===== config.mk =====
export PLATFORM = sky130hd
export DESIGN_NAME = projectile_slot_arbiter
export DESIGN_NICKNAME = d
export VERILOG_FILES = /design/src/rtl/projectile_slot_arbiter.sv
export SDC_FILE = /design/constraint.sdc
export NUM_CORES = 1
export LEC_CHECK = 0
export BUFFER_PORTS_ARGS = -buffer_cell sky130_fd_sc_hd__buf_2
export CORE_UTILIZATION = 45
export CTS_BUF_LIST = sky130_fd_sc_hd__clkbuf_16
export CTS_CLUSTER_DIAMETER = 120
export DETAILED_ROUTE_END_ITERATION = 7
export PLACE_DENSITY_LB_ADDON = 0.08
export SLEW_MARGIN = 0
export SYNTH_ARGS = -nofsm -noshare
export SYNTH_HDL_FRONTEND = slang
export SYNTH_SLANG_ARGS = --single-unit
export TNS_END_PERCENT = 1

===== constraint.sdc =====
create_clock -name clk -period 10.05 [get_ports clk]
set_clock_uncertainty 0.2 [all_clocks]
set_input_delay 1.005 -clock clk [delete_from_list [all_inputs] [get_ports clk]]
set_output_delay 1.005 -clock clk [all_outputs]
set_load 0.01 [all_outputs]

===== src/rtl/projectile_slot_arbiter.sv =====
// projectile_slot_arbiter: shares projectile slots between the player cannon
// (slot 0) and the monster columns (slots 1..NUM_SLOTS-1). Schedules at most
// one player and one monster launch per frame, gated by per-side cooldowns.
// Optional feature macro: ARBITER_STATS_EN (launch/denial statistics ports).
module projectile_slot_arbiter #(
  parameter int unsigned NUM_SLOTS        = 4,
  parameter int unsigned NUM_MONSTER_REQ  = 8,
  parameter int unsigned PLAYER_COOLDOWN  = 15,
  parameter int unsigned MONSTER_COOLDOWN = 30,
  parameter int unsigned CD_W             = 6
) (
  input  logic                               clk,
  input  logic                               reset,
  input  logic                               startOfFrame,
  input  logic                               game_enable,
  input  logic                               player_fire_req,
  input  logic [NUM_MONSTER_REQ-1:0]         monster_fire_req,
  input  logic [NUM_SLOTS-1:0]               slot_free,
  output logic [NUM_SLOTS-1:0]               slot_busy,
  output logic [NUM_SLOTS-1:0]               slot_launch,
  output logic [$clog2(NUM_MONSTER_REQ)-1:0] launch_src_idx
`ifdef ARBITER_STATS_EN
  ,
  output logic [15:0]                        player_launch_cnt,
  output logic [15:0]                        monster_launch_cnt,
  output logic [15:0]                        denied_cnt
`endif
);

  localparam int unsigned IDX_W  = $clog2(NUM_MONSTER_REQ);
  localparam int unsigned SLOT_W = $clog2(NUM_SLOTS);

  typedef enum logic [1:0] {
    IDLE    = 2'd0,
    SCHED_P = 2'd1,
    SCHED_M = 2'd2
  } state_t;

  state_t              state, state_next;
  logic                fire_q;
  logic                player_pending;
  logic                fire_rise;
  logic [CD_W-1:0]     player_cd, monster_cd;
  logic [IDX_W-1:0]    rr_ptr;
  logic [IDX_W-1:0]    scan_idx;
  logic [IDX_W-1:0]    m_col;
  logic                m_found;
  logic [SLOT_W-1:0]   s_idx;
  logic                s_found;
  logic                p_grant, m_grant, sof_accept;
  logic [NUM_SLOTS-1:0] launch_vec;

  assign fire_rise = player_fire_req & ~fire_q;

  // Round-robin column pick starting at rr_ptr, and lowest free monster slot
  always_comb begin
    m_found  = 1'b0;
    m_col    = '0;
    scan_idx = '0;
    for (int unsigned k = 0; k < NUM_MONSTER_REQ; k++) begin
      scan_idx = IDX_W'((32'(rr_ptr) + k) % NUM_MONSTER_REQ);
      if (!m_found && monster_fire_req[scan_idx]) begin
        m_found = 1'b1;
        m_col   = scan_idx;
      end
    end
    s_found = 1'b0;
    s_idx   = '0;
    for (int unsigned s = 1; s < NUM_SLOTS; s++) begin
      if (!s_found && !slot_busy[SLOT_W'(s)]) begin
        s_found = 1'b1;
        s_idx   = SLOT_W'(s);
      end
    end
  end

  // Frame scheduler next-state and grant decisions
  always_comb begin
    state_next = state;
    p_grant    = 1'b0;
    m_grant    = 1'b0;
    sof_accept = 1'b0;
    launch_vec = '0;
    case (state)
      IDLE: begin
        if (startOfFrame && game_enable) begin
          state_next = SCHED_P;
          sof_accept = 1'b1;
        end
      end
      SCHED_P: begin
        state_next = SCHED_M;
        p_grant    = player_pending && !slot_busy[0] && (player_cd == '0);
      end
      SCHED_M: begin
        state_next = IDLE;
        m_grant    = m_found && s_found && (monster_cd == '0);
      end
      default: state_next = IDLE;
    endcase
    if (!game_enable) begin
      state_next = IDLE;
      p_grant    = 1'b0;
      m_grant    = 1'b0;
      sof_accept = 1'b0;
    end
    if (p_grant) launch_vec[0] = 1'b1;
    if (m_grant) launch_vec[s_idx] = 1'b1;
  end

  // FSM state register
  always_ff @(posedge clk or posedge reset) begin
    if (reset) state <= IDLE;
    else       state <= state_next;
  end

  // Slot ownership, launch pulses, cooldowns and round-robin pointer
  always_ff @(posedge clk or posedge reset) begin
    if (reset) begin
      fire_q         <= 1'b0;
      player_pending <= 1'b0;
      slot_busy      <= '0;
      slot_launch    <= '0;
      launch_src_idx <= '0;
      player_cd      <= '0;
      monster_cd     <= '0;
      rr_ptr         <= '0;
    end else begin
      fire_q      <= player_fire_req;
      slot_launch <= launch_vec;
      slot_busy   <= (slot_busy & ~slot_free) | launch_vec;
      // A pending shot is consumed by SCHED_P even when not granted
      if (!game_enable || state == SCHED_P) player_pending <= 1'b0;
      else if (fire_rise)                   player_pending <= 1'b1;
      if (p_grant)                            player_cd <= CD_W'(PLAYER_COOLDOWN);
      else if (sof_accept && player_cd != '0) player_cd <= player_cd - 1'b1;
      if (m_grant)                             monster_cd <= CD_W'(MONSTER_COOLDOWN);
      else if (sof_accept && monster_cd != '0) monster_cd <= monster_cd - 1'b1;
      if (m_grant) begin
        launch_src_idx <= m_col;
        rr_ptr         <= (m_col == IDX_W'(NUM_MONSTER_REQ - 1)) ? '0 : m_col + 1'b1;
      end
    end
  end

`ifdef ARBITER_STATS_EN
  logic denied_evt;
  assign denied_evt = game_enable &&
                      (((state == SCHED_P) && player_pending && !p_grant) ||
                       ((state == SCHED_M) && m_found && !m_grant));

  // Saturating launch and denial statistics
  always_ff @(posedge clk or posedge reset) begin
    if (reset) begin
      player_launch_cnt  <= '0;
      monster_launch_cnt <= '0;
      denied_cnt         <= '0;
    end else begin
      if (p_grant && player_launch_cnt != '1)  player_launch_cnt  <= player_launch_cnt + 1'b1;
      if (m_grant && monster_launch_cnt != '1) monster_launch_cnt <= monster_launch_cnt + 1'b1;
      if (denied_evt && denied_cnt != '1)      denied_cnt         <= denied_cnt + 1'b1;
    end
  end
`endif

endmodule

==> results by group <==
Outcome
  • Status: complete, no violations

STA
  • Crit path time final: 3.905 ns
  • Fin Setup TNS: 0 ns
  • Slew @ Worst Pin: 0.8552 ns
  • Worst rel slew slack: 0.4299
  • Final worst-path cycle share: 0.3885
  • RSZ-0062 raised after global routing: no
  • Fmax: 256.1 MHz
  • Final WS setup: 6.145 ns
  • Hold Fails Final Rpt: 0
  • Max-slew violation count: 0
  • Final setup fails: 0

Detailed routing
  • Drt pass-1 iters: 4
  • Drt drc: 0
  • Wire length per cell: 14.52 µm
  • DR vias: 1733
  • Post-Route WL: 4.618 mm
  • Initial DRC Count: 79
  • DR vias/cell: 5.450
  • Routed Antenna Nets: 0

Global route
  • Global Route Usage Sum: 0.1956
  • First-pass GRT wire length: 7.900 mm
  • Gr ovfl total: 0
  • Antenna violations before repair: 0
  • Largest net degree at the start of global routing: 31
  • Vias in the first global route: 1658

Finish
  • Area growth syn-to-layout: 15.43%
  • Multi-input logic area: 0.001356 mm²
  • Layout cell share with drive strength beyond 1: 0.2629
  • Non-Filler Instances: 318
  • Final net count: 273
  • Final instance area: 0.002574 mm²
  • Register area: 750.7 µm²
  • ANT cells: 0
  • Filler cells: 441

Worst setup path
  • R2R setup slack: 6.15 ns
  • Reg2Reg Depth: 11
  • Startpoint types: flip-flop
  • CP max FO: 11
  • Worst endpoint required time: 10.00 ns
  • Worst Setup SP: rr_ptr[1]
  • Crit Path Class: flip-flop to flip-flop
  • Crit path capture type: flip-flop
  • R2R Path Start: rr_ptr[1]
  • CP arrival: 3.86 ns

CTS
  • Clk sinks: 30
  • H-tree depth: 2
  • CTS max path bufs: 2
  • CTS Hold Bufs: 0
  • Post-CTS sizing: 0
  • Worst-skew pair later-pin latency: 0.27 ns
  • Inserted Clock Buffers: 5
  • Root Buffer: clkbuf_16
  • Clock-pin slew on the worst setup and hold paths: 0.05 ns
  • CTS tree: yes
  • Setup bufs post-CTS: 0

Synthesis
  • Post-Syn Nets: 245
  • Post-synthesis compound-gate area fraction: 0.1611
  • Post-synth top area cell: dfrtp_1
  • XOR/XNOR Fraction of Synth Area: 0.05107
  • Largest family of logic cells by synthesized area: multiplexers
  • Synth Area per Inst: 10.04 µm²
  • Post-synthesis sequential area ratio: 0.3367
  • Synth warn: 0
  • Synth Area in Adders: 0.03367
  • Post-synth EDFFs: 0
  • Synth Flop Type: dfrtp_1
  • Number of distinct library cells after synthesis: 60
  • Synthesis-stage register bit count: 30
  • Post-Synthesis Cells: 222
  • Post-synthesis simple-gate area fraction: 0.1723
  • Top cell type's share of synthesized area: 0.3367
  • Ranking of synthesized cells by area: dfrtp_1, mux4_2, mux2_2
  • Top post-synthesis cells by count: dfrtp_1, nand2_1, inv_1, nor2_1
  • Mux share of post-synthesis cell area: 0.1902
  • Ys async rst share: 1.000
  • Most common cell in the synthesized netlist: dfrtp_1
  • Mapped Area: 0.002230 mm²

Floorplan
  • Placeable Area: 0.004755 mm²
  • Initial Utilization: 0.4689
  • I/O pins: 28
  • Core Rows: 25
  • Die area: 0.005240 mm²
  • Die width: 72.39 µm
  • Die Ht: 72.39 µm

Pwr
  • PD cells: 307.5 mW/mm²
  • P_leak: 1.167 nW
  • Overall Power: 0.7915 mW
  • Max VDD drop: 0.1230 mV

Placement
  • Placement Setup Slack: 6.177 ns
  • Placed instance area: 0.002409 mm²
  • I/O Buffers: 27
  • Hpwl dp: 3.438 mm
  • Inst Count DP: 310
  • GP Congestion: 0.8327

Hold path
  • Worst Hold Depth: 1
  • Worst Hold Launch: player_cd[5]
  • Worst hold path type: flip-flop to flip-flop

Flow run
  • Max-Cap Viols: 0
## power breakdown
group	switching (mW)	internal, mW
clock network	0.0488	0.116
registers	0.0371	0.153
logic	0.238	0.199
## cell usage in the layout, fill, tap and decap left out, drive strengths merged, types with 7 or more instances in the layout
cell type  synthesis  final
o21ai             11     11
mux2              11     11
nor3               8      8
inv               18     18
nor2              17     17
mux2i             11     11
nand2             19     19
mux4               7      7
buf                6     29
dfrtp             30     30
## worst paths after layout
path,endpoint
hold / removal,player_cd[5]
setup reg to reg,rr_ptr[2]
min in group asynchronous,player_cd[3]
setup / recovery,rr_ptr[2]
hold reg to reg,player_cd[5]
max in group asynchronous,slot_busy[1]
## critical path: stages (launching register included)
cell and delay [ns]:
dfrtp_1 0.56, inv_1 0.21, ha_1 0.58, mux4_2 0.44
mux2i_4 0.26, nand2_1 0.15, a21oi_2 0.29, a311oi_1 0.14
o21ai_1 0.29, ha_1 0.20, ha_1 0.21, mux2_2 0.25
## through the flow
step,hold slack [ns],utilization
final,0.2704,0.5413
after floorplan,0.2420,-
after CTS,0.2724,0.5413
after global placement,0.2595,0.5066
after global routing,0.2911,0.5413
after detailed placement,0.2624,0.5066
## cell families after synthesis
family	Yosys count
and+or+nand+nor	74
adders and majority gates	6
xor gates and xnor gates	10
AOI/OAI and AO/OA	47
DFF	30
buffers and inverters	26
muxes	29
## per-layer routing
layer	GRT usage	routed length [µm]
met3	0.03611	136
met5	0	0
met4	0.07190	44
met2	0.3084	2195
met1	0.2692	2242
## flip-flops by register name (all words and copies together) (netlist names)
| signal | flops |
|---|---|
| player_pending | 1 |
| slot_launch | 4 |
| monster_cd | 6 |
| state | 2 |
| launch_src_idx | 3 |
| slot_busy | 4 |
| player_cd | 6 |
| rr_ptr | 3 |
| fire_q | 1 |
## area by class of cell
cell class | instances | share of cell area
Multi-Input combinational cell | 166 | 0.5270
Sequential cell | 30 | 0.2917
Timing Repair Buffer | 29 | 0.05834
Clock buffer | 5 | 0.04861
Tap cell | 67 | 0.03257
Inverter | 18 | 0.02625
Clock inverter | 3 | 0.01556
Note: power is estimated with default switching activity, not from simulation.
